[src/rtl/sing_pkg.sv]
// Shared types and constants for the point-capture transmitter.
// Holds the sequencer state encoding, the table slot numbering and the phase-counter width helper.
package sing_pkg;

  typedef enum logic [2:0] {
    IDLE    = 3'd0,
    SETUP   = 3'd1,
    STROBE  = 3'd2,
    GAP     = 3'd3,
    FSETUP  = 3'd4,
    FSTROBE = 3'd5,
    FGAP    = 3'd6,
    DONE    = 3'd7
  } state_t;

  localparam logic [1:0] IDX_P1 = 2'd0;
  localparam logic [1:0] IDX_P2 = 2'd1;
  localparam logic [1:0] IDX_P3 = 2'd2;
  localparam logic [1:0] IDX_PT = 2'd3;

  // Counter must hold the longer of the two phase lengths without wrapping.
  function automatic int phase_cw(input int hold_cyc, input int gap_cyc);
    return $clog2(((hold_cyc > gap_cyc) ? hold_cyc : gap_cyc) + 1);
  endfunction

endpackage

[src/rtl/sing_strobe_gen.sv]
// Phase counter for one strobe frame: a HOLD_CYC high phase followed by a GAP_CYC low phase.
// The counter reloads on each phase entry and parks at zero rather than wrapping.
module sing_strobe_gen import sing_pkg::*; #(
  parameter int HOLD_CYC = 2,
  parameter int GAP_CYC  = 2
) (
  input  logic clk,
  input  logic rst,
  input  logic load_hold,
  input  logic load_gap,
  output logic strobe,
  output logic phase_end
);

  localparam int CW = phase_cw(HOLD_CYC, GAP_CYC);

  logic [CW-1:0] cnt_r;
  logic          strobe_r;

  // Load the phase length on entry, then count down to the last cycle of the phase.
  always_ff @(posedge clk or posedge rst) begin
    if (rst) begin
      cnt_r    <= {CW{1'b0}};
      strobe_r <= 1'b0;
    end else if (load_hold) begin
      cnt_r    <= CW'(HOLD_CYC);
      strobe_r <= 1'b1;
    end else if (load_gap) begin
      cnt_r    <= CW'(GAP_CYC);
      strobe_r <= 1'b0;
    end else if (cnt_r != {CW{1'b0}}) begin
      cnt_r    <= cnt_r - CW'(1);
    end
  end

  assign phase_end = (cnt_r == CW'(1));
  assign strobe    = strobe_r;

endmodule

[src/rtl/sing_point_tx.sv]
// Transmit side of the point-capture link: sends P1, P2, P3, PT (and an optional flush
// strobe) on px/py, each framed by one selPonto strobe. All outputs are registered.
module sing_point_tx import sing_pkg::*; #(
  parameter int W        = 10,
  parameter int HOLD_CYC = 2,
  parameter int GAP_CYC  = 2,
  parameter int FLUSH    = 1
) (
  input  logic         clk,
  input  logic         rst,
  input  logic         wr_en,
  input  logic [1:0]   wr_idx,
  input  logic [W-1:0] wr_x,
  input  logic [W-1:0] wr_y,
  input  logic         start,
  output logic         busy,
  output logic         done,
  output logic [W-1:0] px,
  output logic [W-1:0] py,
  output logic         selPonto
);

  state_t       state_r, state_nxt_s;
  logic [1:0]   idx_r;
  logic         load_hold_s, load_gap_s, strobe_s, phase_end_s;
  logic [W-1:0] tbl_x_r [4];
  logic [W-1:0] tbl_y_r [4];
  logic [W-1:0] px_r, py_r;
  logic         sel_r, busy_r, done_r;

  sing_strobe_gen #(.HOLD_CYC(HOLD_CYC), .GAP_CYC(GAP_CYC)) u_strobe (
    .clk       (clk),
    .rst       (rst),
    .load_hold (load_hold_s),
    .load_gap  (load_gap_s),
    .strobe    (strobe_s),
    .phase_end (phase_end_s)
  );

  // Point table; writes are accepted only while idle so a running sequence sees a frozen table.
  always_ff @(posedge clk or posedge rst) begin
    if (rst) begin
      for (int i = 0; i < 4; i++) begin
        tbl_x_r[i] <= {W{1'b0}};
        tbl_y_r[i] <= {W{1'b0}};
      end
    end else if (wr_en && (state_r == IDLE)) begin
      tbl_x_r[wr_idx] <= wr_x;
      tbl_y_r[wr_idx] <= wr_y;
    end
  end

  // Sequencer state register.
  always_ff @(posedge clk or posedge rst) begin
    if (rst) begin
      state_r <= IDLE;
    end else begin
      state_r <= state_nxt_s;
    end
  end

  // Point index: restarts on an accepted start, advances after each point's gap.
  always_ff @(posedge clk or posedge rst) begin
    if (rst) begin
      idx_r <= IDX_P1;
    end else if ((state_r == IDLE) && start) begin
      idx_r <= IDX_P1;
    end else if ((state_r == GAP) && phase_end_s && (idx_r != IDX_PT)) begin
      idx_r <= idx_r + 2'd1;
    end
  end

  // Next-state and phase-load decode.
  always_comb begin
    state_nxt_s = state_r;
    load_hold_s = 1'b0;
    load_gap_s  = 1'b0;
    case (state_r)
      IDLE: begin
        if (start) state_nxt_s = SETUP;
        else       state_nxt_s = IDLE;
      end
      SETUP, FSETUP: begin
        load_hold_s = 1'b1;
        state_nxt_s = (state_r == SETUP) ? STROBE : FSTROBE;
      end
      STROBE, FSTROBE: begin
        if (phase_end_s) begin
          load_gap_s  = 1'b1;
          state_nxt_s = (state_r == STROBE) ? GAP : FGAP;
        end else begin
          state_nxt_s = state_r;
        end
      end
      GAP: begin
        if (!phase_end_s)           state_nxt_s = GAP;
        else if (idx_r != IDX_PT)   state_nxt_s = SETUP;
        else if (FLUSH != 0)        state_nxt_s = FSETUP;
        else                        state_nxt_s = DONE;
      end
      FGAP: begin
        if (phase_end_s) state_nxt_s = DONE;
        else             state_nxt_s = FGAP;
      end
      DONE:    state_nxt_s = IDLE;
      default: state_nxt_s = IDLE;
    endcase
  end

  // Output registers; px/py reload only at the end of a setup cycle, so they sit still under the strobe.
  always_ff @(posedge clk or posedge rst) begin
    if (rst) begin
      px_r   <= {W{1'b0}};
      py_r   <= {W{1'b0}};
      sel_r  <= 1'b0;
      busy_r <= 1'b0;
      done_r <= 1'b0;
    end else begin
      if (state_r == SETUP) begin
        px_r <= tbl_x_r[idx_r];
        py_r <= tbl_y_r[idx_r];
      end else if (state_r == FSETUP) begin
        px_r <= {W{1'b0}};
        py_r <= {W{1'b0}};
      end
      sel_r  <= strobe_s;
      busy_r <= (state_r != IDLE);
      done_r <= (state_r == DONE);
    end
  end

  assign px       = px_r;
  assign py       = py_r;
  assign selPonto = sel_r;
  assign busy     = busy_r;
  assign done     = done_r;

endmodule

[config.mk]
export PLATFORM = sky130hd
export DESIGN_NAME = sing_point_tx
export DESIGN_NICKNAME = d
export VERILOG_FILES = /design/src/rtl/sing_pkg.sv /design/src/rtl/sing_strobe_gen.sv /design/src/rtl/sing_point_tx.sv
export SDC_FILE = /design/constraint.sdc
export NUM_CORES = 1
export LEC_CHECK = 0
export BUFFER_PORTS_ARGS = -buffer_cell sky130_fd_sc_hd__buf_4
export CORE_ASPECT_RATIO = 0.75
export CORE_MARGIN = 2
export CORE_UTILIZATION = 45
export CTS_BUF_LIST = sky130_fd_sc_hd__clkbuf_8
export CTS_CLUSTER_SIZE = 20
export DETAILED_ROUTE_END_ITERATION = 12
export GPL_TIMING_DRIVEN = 0
export PLACE_DENSITY = 0.67
export SYNTH_ARGS = -nofsm -noshare
export SYNTH_HDL_FRONTEND = slang
export SYNTH_SLANG_ARGS = --single-unit
[constraint.sdc]
create_clock -name clk -period 2.9 [get_ports clk]
set_input_delay 0.145 -clock clk [delete_from_list [all_inputs] [get_ports clk]]
set_output_delay 0.145 -clock clk [all_outputs]
set_load 0.03 [all_outputs]
[Word-level counts from Yosys, hierarchy flattened]
Index checks and enable logic that the tools add are counted.
Widths: inputs -> output; s select.
Operators by class
  $add $sub $neg: 2
  order comparisons: 3
  eq/ne operators: 10
  muxes and demuxes: 31
  bitwise gates (word level): 2
  reductions and logical operators: 14
Operators by type and width (number)
  $bwmux 40: 2
  $mux 10: 8
  $bmux 10 s2: 2
  $demux 10 s2: 1
  $pmux 3 s6: 1
  $mux 3: 5
  $eq 3x3->1 const B: 4
  $mux 2: 5
  $reduce_bool 2->1: 4
  $mux 1: 7
  $eq 3x2->1 const B: 2
  $ge 3x3->1 const B: 2
  $not 2->3: 2
  $reduce_bool 3->1: 2
  $logic_and 1x1->1: 5
  $ne 2x2->1 const B: 2
  $reduce_or 2->1: 2
  $eq 3x1->1 const B: 1
  $logic_not 3->1: 1
  $lt 3x1->1 const B: 1
  $add 2x1->2 const B: 1
  $eq 2x1->1 const B: 1
  $sub 2x1->2 const B: 1
Word-level totals
  flip-flop bits (word level): 111
  input port bits: 26
  word-level logic and storage cells: 79

[Logic depth before layout (Yosys ltp)]
  depth after elaboration: 6
  depth in mapped cells: 5
  gate-level depth less buffers: 5

[Modules after synthesis]
A second synthesis with hierarchy kept.
Second synthesis, totals
  cell total of the unflattened synthesis: 345
  area total of the unflattened synthesis: 4858.4 µm²
Modules (own cells, without submodules)
  sing_point_tx: times used 1, cells an instance 329, area each 4684.5 µm²
  sing_strobe_gen: times used 1, cells an instance 16, area each 173.9 µm²

[Worst setup path after synthesis]
OpenSTA, ideal clock, no wires.
  path type: reg2reg
  start: register state_r[2]
  end: register tbl_x_r[0] (netlist bit)
  setup time: 0.125 ns
  data arrival time: 1.445 ns
  slack: 1.330 ns
  stages on the path, launching flop included: 6
  path buffers: 2
  clock period less this slack: 1.570 ns
  path through: dfrtp_1 > buf_2 > nor4b_4 > and3_1 > buf_4 > mux2_2
On the way
  cells in the longest elaborated chain, start to end: 2
RTL lines
  from (decl): line sing_point_tx.sv:23  | state_t state_r, state_nxt_s;
  from (signal assigned): line sing_point_tx.sv:58  | state_r <= state_nxt_s;
  $logic_not 3->1: line sing_point_tx.sv:47  | end else if (wr_en && (state_r == IDLE)) begin
  $logic_and 1x1->1: line sing_point_tx.sv:47
  to (signal, indexed assignment): line sing_point_tx.sv:44  | tbl_x_r[i] <= {W{1'b0}};
  to (signal, indexed assignment): line sing_point_tx.sv:48  | tbl_x_r[wr_idx] <= wr_x;
  to (decl): line sing_point_tx.sv:26  | logic [W-1:0] tbl_x_r [4];
No other way between the ends.
A chain may end at the register's enable or synchronous reset.

[Worst setup path after layout]
  start: register state_r[0]
  end: register tbl_y_r[7] (netlist bit)
On the way
  cells in the longest elaborated chain, start to end: 2
RTL lines
  $logic_not 3->1: line sing_point_tx.sv:47
  $logic_and 1x1->1: line sing_point_tx.sv:47
  to (signal, indexed assignment): line sing_point_tx.sv:45  | tbl_y_r[i] <= {W{1'b0}};
  to (signal, indexed assignment): line sing_point_tx.sv:49  | tbl_y_r[wr_idx] <= wr_y;
  to (decl): line sing_point_tx.sv:27  | logic [W-1:0] tbl_y_r [4];
No other way between the ends.

==> flow_metrics.py <==
metrics = {
    "critical_path": {
        "cp.required_ns": 3.16,
        "reg2reg_setup_slack_ns": 1.05,
        "critical_path_class": "flop to flop",
        "endpoint": "tbl_y_r[7]",
        "worst_r2r_start": "state_r[0]",
        "worst-endpoint-arrival_ns": 2.12,
        "critPathLaunchType": "flop",
        "reg2reg_depth": 4,
        "worst_r2r_endpoint": "tbl_y_r[7]",
        "endpoint_kind": "flop",
        "worstSetupStartpoint": "state_r[0]",
        "worst_path_maximum_fanout": 10,
    },
    "timing": {
        "slew_at_the_pin_with_the_worst_max_slew_slack_ns": 0.822,
        "rsz0062_at_grt": "false",
        "post-route-min-period_ns": 1.85,
        "timing.hold.ws_ns": 0.0295,
        "setup_viol_count_final": 0,
        "timing.fmax_mhz": 540,
        "final_min_period_over_clock_period_pct": 63.9,
        "headroom_to_the_max_slew_limit_pct": 45.2,
        "hold_vio_cnt_final": 0,
        "setup_tns_ns": 0,
        "fin_max_slew_vios": 0,
        "worst_clock_skew_ns": 0.00673,
    },
    "global_route": {
        "first_global_vias": 3087,
        "global_route_wire_length_before_repair_mm": 16.1,
        "antenna_found_initial": 0,
        "grt_max_degree": 36,
        "globalRoute.totalOverflow": 0,
        "groute.usage.overall_pct": 17.9,
    },
    "cts": {
        "worstSkewPairLatency_ns": 0.37,
        "cts-root-buf": "sky130_fd_sc_hd__clkbuf_8",
        "post-cts-setup-buffer-count": 0,
        "cts_max_path_buffers": 2,
        "h_tree_level_count": 3,
        "numCtsBuffers": 9,
        "cts_tree": "built",
        "clkTransAtPathRegs_ns": 0.10,
        "clock_sink_count": 111,
    },
    "final_layout": {
        "syn2layout_area_growth_pct": 16.9,
        "post_route_cells_drive_above_1_share_pct": 39.7,
        "antenna_fix_cells": 0,
        "finish.net_count": 444,
        "final_cells": 554,
        "final.fill_count": 888,
    },
    "detailed_routing": {
        "drt-vias-per-instance": 5.33,
        "remaining_drc_errors": 0,
        "route.final.wire_length_mm": 9.66,
        "drt-initial-drc-count": 144,
        "vias": 2951,
        "antenna_violating_nets_post_route": 0,
        "wl_per_cell_um": 17.4,
        "detail_route.first_pass.iterations": 4,
    },
    "flow_run": {
        "drv_cap": 0,
    },
    "synth": {
        "cells_taking_the_most_area_after_synthesis": "sky130_fd_sc_hd__dfrtp_1 57%, sky130_fd_sc_hd__mux2_2 19%, sky130_fd_sc_hd__mux2i_1 8.6%, sky130_fd_sc_hd__a21o_1 3.2%, sky130_fd_sc_hd__o22ai_1 2.6%",
        "ys.flop_type": "sky130_fd_sc_hd__dfrtp_1",
        "ys_ff_latch": 111,
        "avgSynthCellArea_um2": 13.9,
        "fraction_of_the_yosys_area_taken_by_sequential_cells_pct": 56.9,
        "synth.largest_area_cell": "sky130_fd_sc_hd__dfrtp_1",
        "async_reset_ff_share_pct": 100,
        "synthCells": 350,
        "netlist_top_cells_count": "111 x sky130_fd_sc_hd__dfrtp_1, 81 x sky130_fd_sc_hd__mux2_2, 42 x sky130_fd_sc_hd__mux2i_1",
        "mappedNetlistArea_um2": 4880,
        "synthesis.nets": 380,
        "synth_edf_count": 0,
        "yosys_warnings": 0,
        "yosys.cell_count.top_type": "sky130_fd_sc_hd__dfrtp_1",
        "yosys_top_cell_area_share_pct": 56.9,
        "number_of_distinct_library_cell_variants_in_the_gate_level_netlist_after_synthesis": 32,
    },
    "power_and_ir_drop": {
        "power.static_leakage_uw": 0.00286,
        "p_per_area_nw_per_um2": 925,
        "vdd_ir_drop_max_mv": 0.467,
        "post-layout-total-power_uw": 5270,
    },
    "die": {
        "die_area_um2": 11700,
        "rows": 32,
        "die_height_um": 94.2,
        "design.portCount": 49,
        "initial_core_util_pct": 46.9,
        "core_area_um2": 10400,
        "die-width_um": 124,
    },
    "placement": {
        "total_of_buffers_placed_on_input_and_output_ports": 48,
        "place_congestion": 0.807,
        "place_inst": 537,
        "detailedPlacementHpwl_mm": 6.69,
    },
    "hold_path": {
        "hp-class": "input pin to flop",
    },
    "outcome": {
        "outcome": "completed",
    },
}
how the worst min path moves through the flow:
stage,end,from,depth (start not counted),slack (ns)
floorplan,tbl_x_r[10],wr_x[0],1,0.30
global placement,selPonto,u_strobe.strobe,0,0.39
detailed placement,px[5],rst,2,0.13
CTS,tbl_y_r[11],wr_y[1],2,0.003
global route,tbl_y_r[35],wr_y[5],2,0.002
finish,tbl_y_r[21],wr_y[1],2,0.03
layer usage:
metal,vias up,part of all wire [%],global-route usage [%]
met5,-,0,0
met4,0,1.1,5.99
met3,10,3.0,4.21
met2,42,46,28.3
met1,1509,50,24.7
li1,1390,-,-
sequential cells by signal, summed over array words and instances, names as in the netlist:
signal / count
u_strobe.cnt_r: 2
selPonto: 1
px: 10
done: 1
u_strobe.strobe: 1
tbl_y_r: 40
tbl_x_r: 40
py: 10
idx_r: 2
state_r: 3
busy: 1
what timing repair did:
item | in CTS | in global routing
hold buffers | 2 | 0
gates resized for setup | 0 | 0
endpoints found under the hold margin | 12 | 0
logic make-up (layout without fill, tap and decap cells):
| logic type | count (synthesis) | after routing | synth area share, % |
|---|---|---|---|
| and+or+nand+nor | 25 | 25 | 3.62 |
| xor gates and xnor gates | 2 | 2 | 0.359 |
| buffers and inverters | 30 | 98 | 3.21 |
| AOI/OAI and AO/OA | 55 | 55 | 7.54 |
| DFF | 111 | 111 | 56.9 |
| adders and majority gates | 4 | 4 | 1.03 |
| muxes | 123 | 123 | 27.3 |
cell usage in the layout (no fill, tap or decap), types with 2 or more instances in the layout:
master,synthesis,routed
sky130_fd_sc_hd__mux2_2,81,81
sky130_fd_sc_hd__dlygate4sd3_1,0,2
sky130_fd_sc_hd__dfrtp_1,111,111
sky130_fd_sc_hd__a21oi_1,6,6
sky130_fd_sc_hd__nand2_1,7,7
sky130_fd_sc_hd__a21o_1,21,21
sky130_fd_sc_hd__buf_2,11,11
sky130_fd_sc_hd__buf_4,2,50
sky130_fd_sc_hd__ha_1,4,4
sky130_fd_sc_hd__and3_1,2,2
sky130_fd_sc_hd__nand4bb_1,2,2
sky130_fd_sc_hd__nand3b_1,3,3
sky130_fd_sc_hd__buf_12,0,3
sky130_fd_sc_hd__inv_1,7,7
sky130_fd_sc_hd__o21ai_0,3,3
sky130_fd_sc_hd__nand2b_1,3,3
sky130_fd_sc_hd__clkbuf_1,6,6
sky130_fd_sc_hd__o22ai_1,20,20
sky130_fd_sc_hd__nor2_1,3,3
sky130_fd_sc_hd__mux2i_1,42,42
sky130_fd_sc_hd__clkbuf_8,0,12
sky130_fd_sc_hd__buf_6,3,3
critical path, cell delays in order, from the launching register on:
cell and delay, ns:
sky130_fd_sc_hd__dfrtp_1 0.47, sky130_fd_sc_hd__nor4b_4 0.46, sky130_fd_sc_hd__and3_1 0.24, sky130_fd_sc_hd__buf_4 0.21, sky130_fd_sc_hd__mux2_2 0.36
per-stage QoR:
step | utilization, % | area, µm² | worst slack [ns]
floorplan | - | 4880 | 1.33
global placement | 52.0 | 5410 | 0.726
detailed placement | 52.6 | 5470 | 1.06
CTS | 54.8 | 5700 | 1.04
global route | 54.8 | 5700 | 0.892
finish | 54.8 | 5700 | 1.05
report_power, final:
part	internal (µW)	switching [µW]	total, µW	leakage (µW)
Clock	465	487	952	0.000110
Combinational	969	969	1940	0.00131
Sequential	2100	288	2380	0.00144
Total	3530	1740	5270	0.00286
layout make-up:
class                      count  area, µm²  share of cell area (%)
sequential                   111       2780                    48.7
multi-input combinational    209       1940                    34.1
timing repair buffer          53        440                    7.73
tap                          136        170                    2.99
clock buffer                  12        165                    2.90
buffer                        23        130                    2.28
clock inverter                 3       42.5                   0.746
inverter                       7       30.0                   0.527
Note: power is estimated with default switching activity, not from simulation.
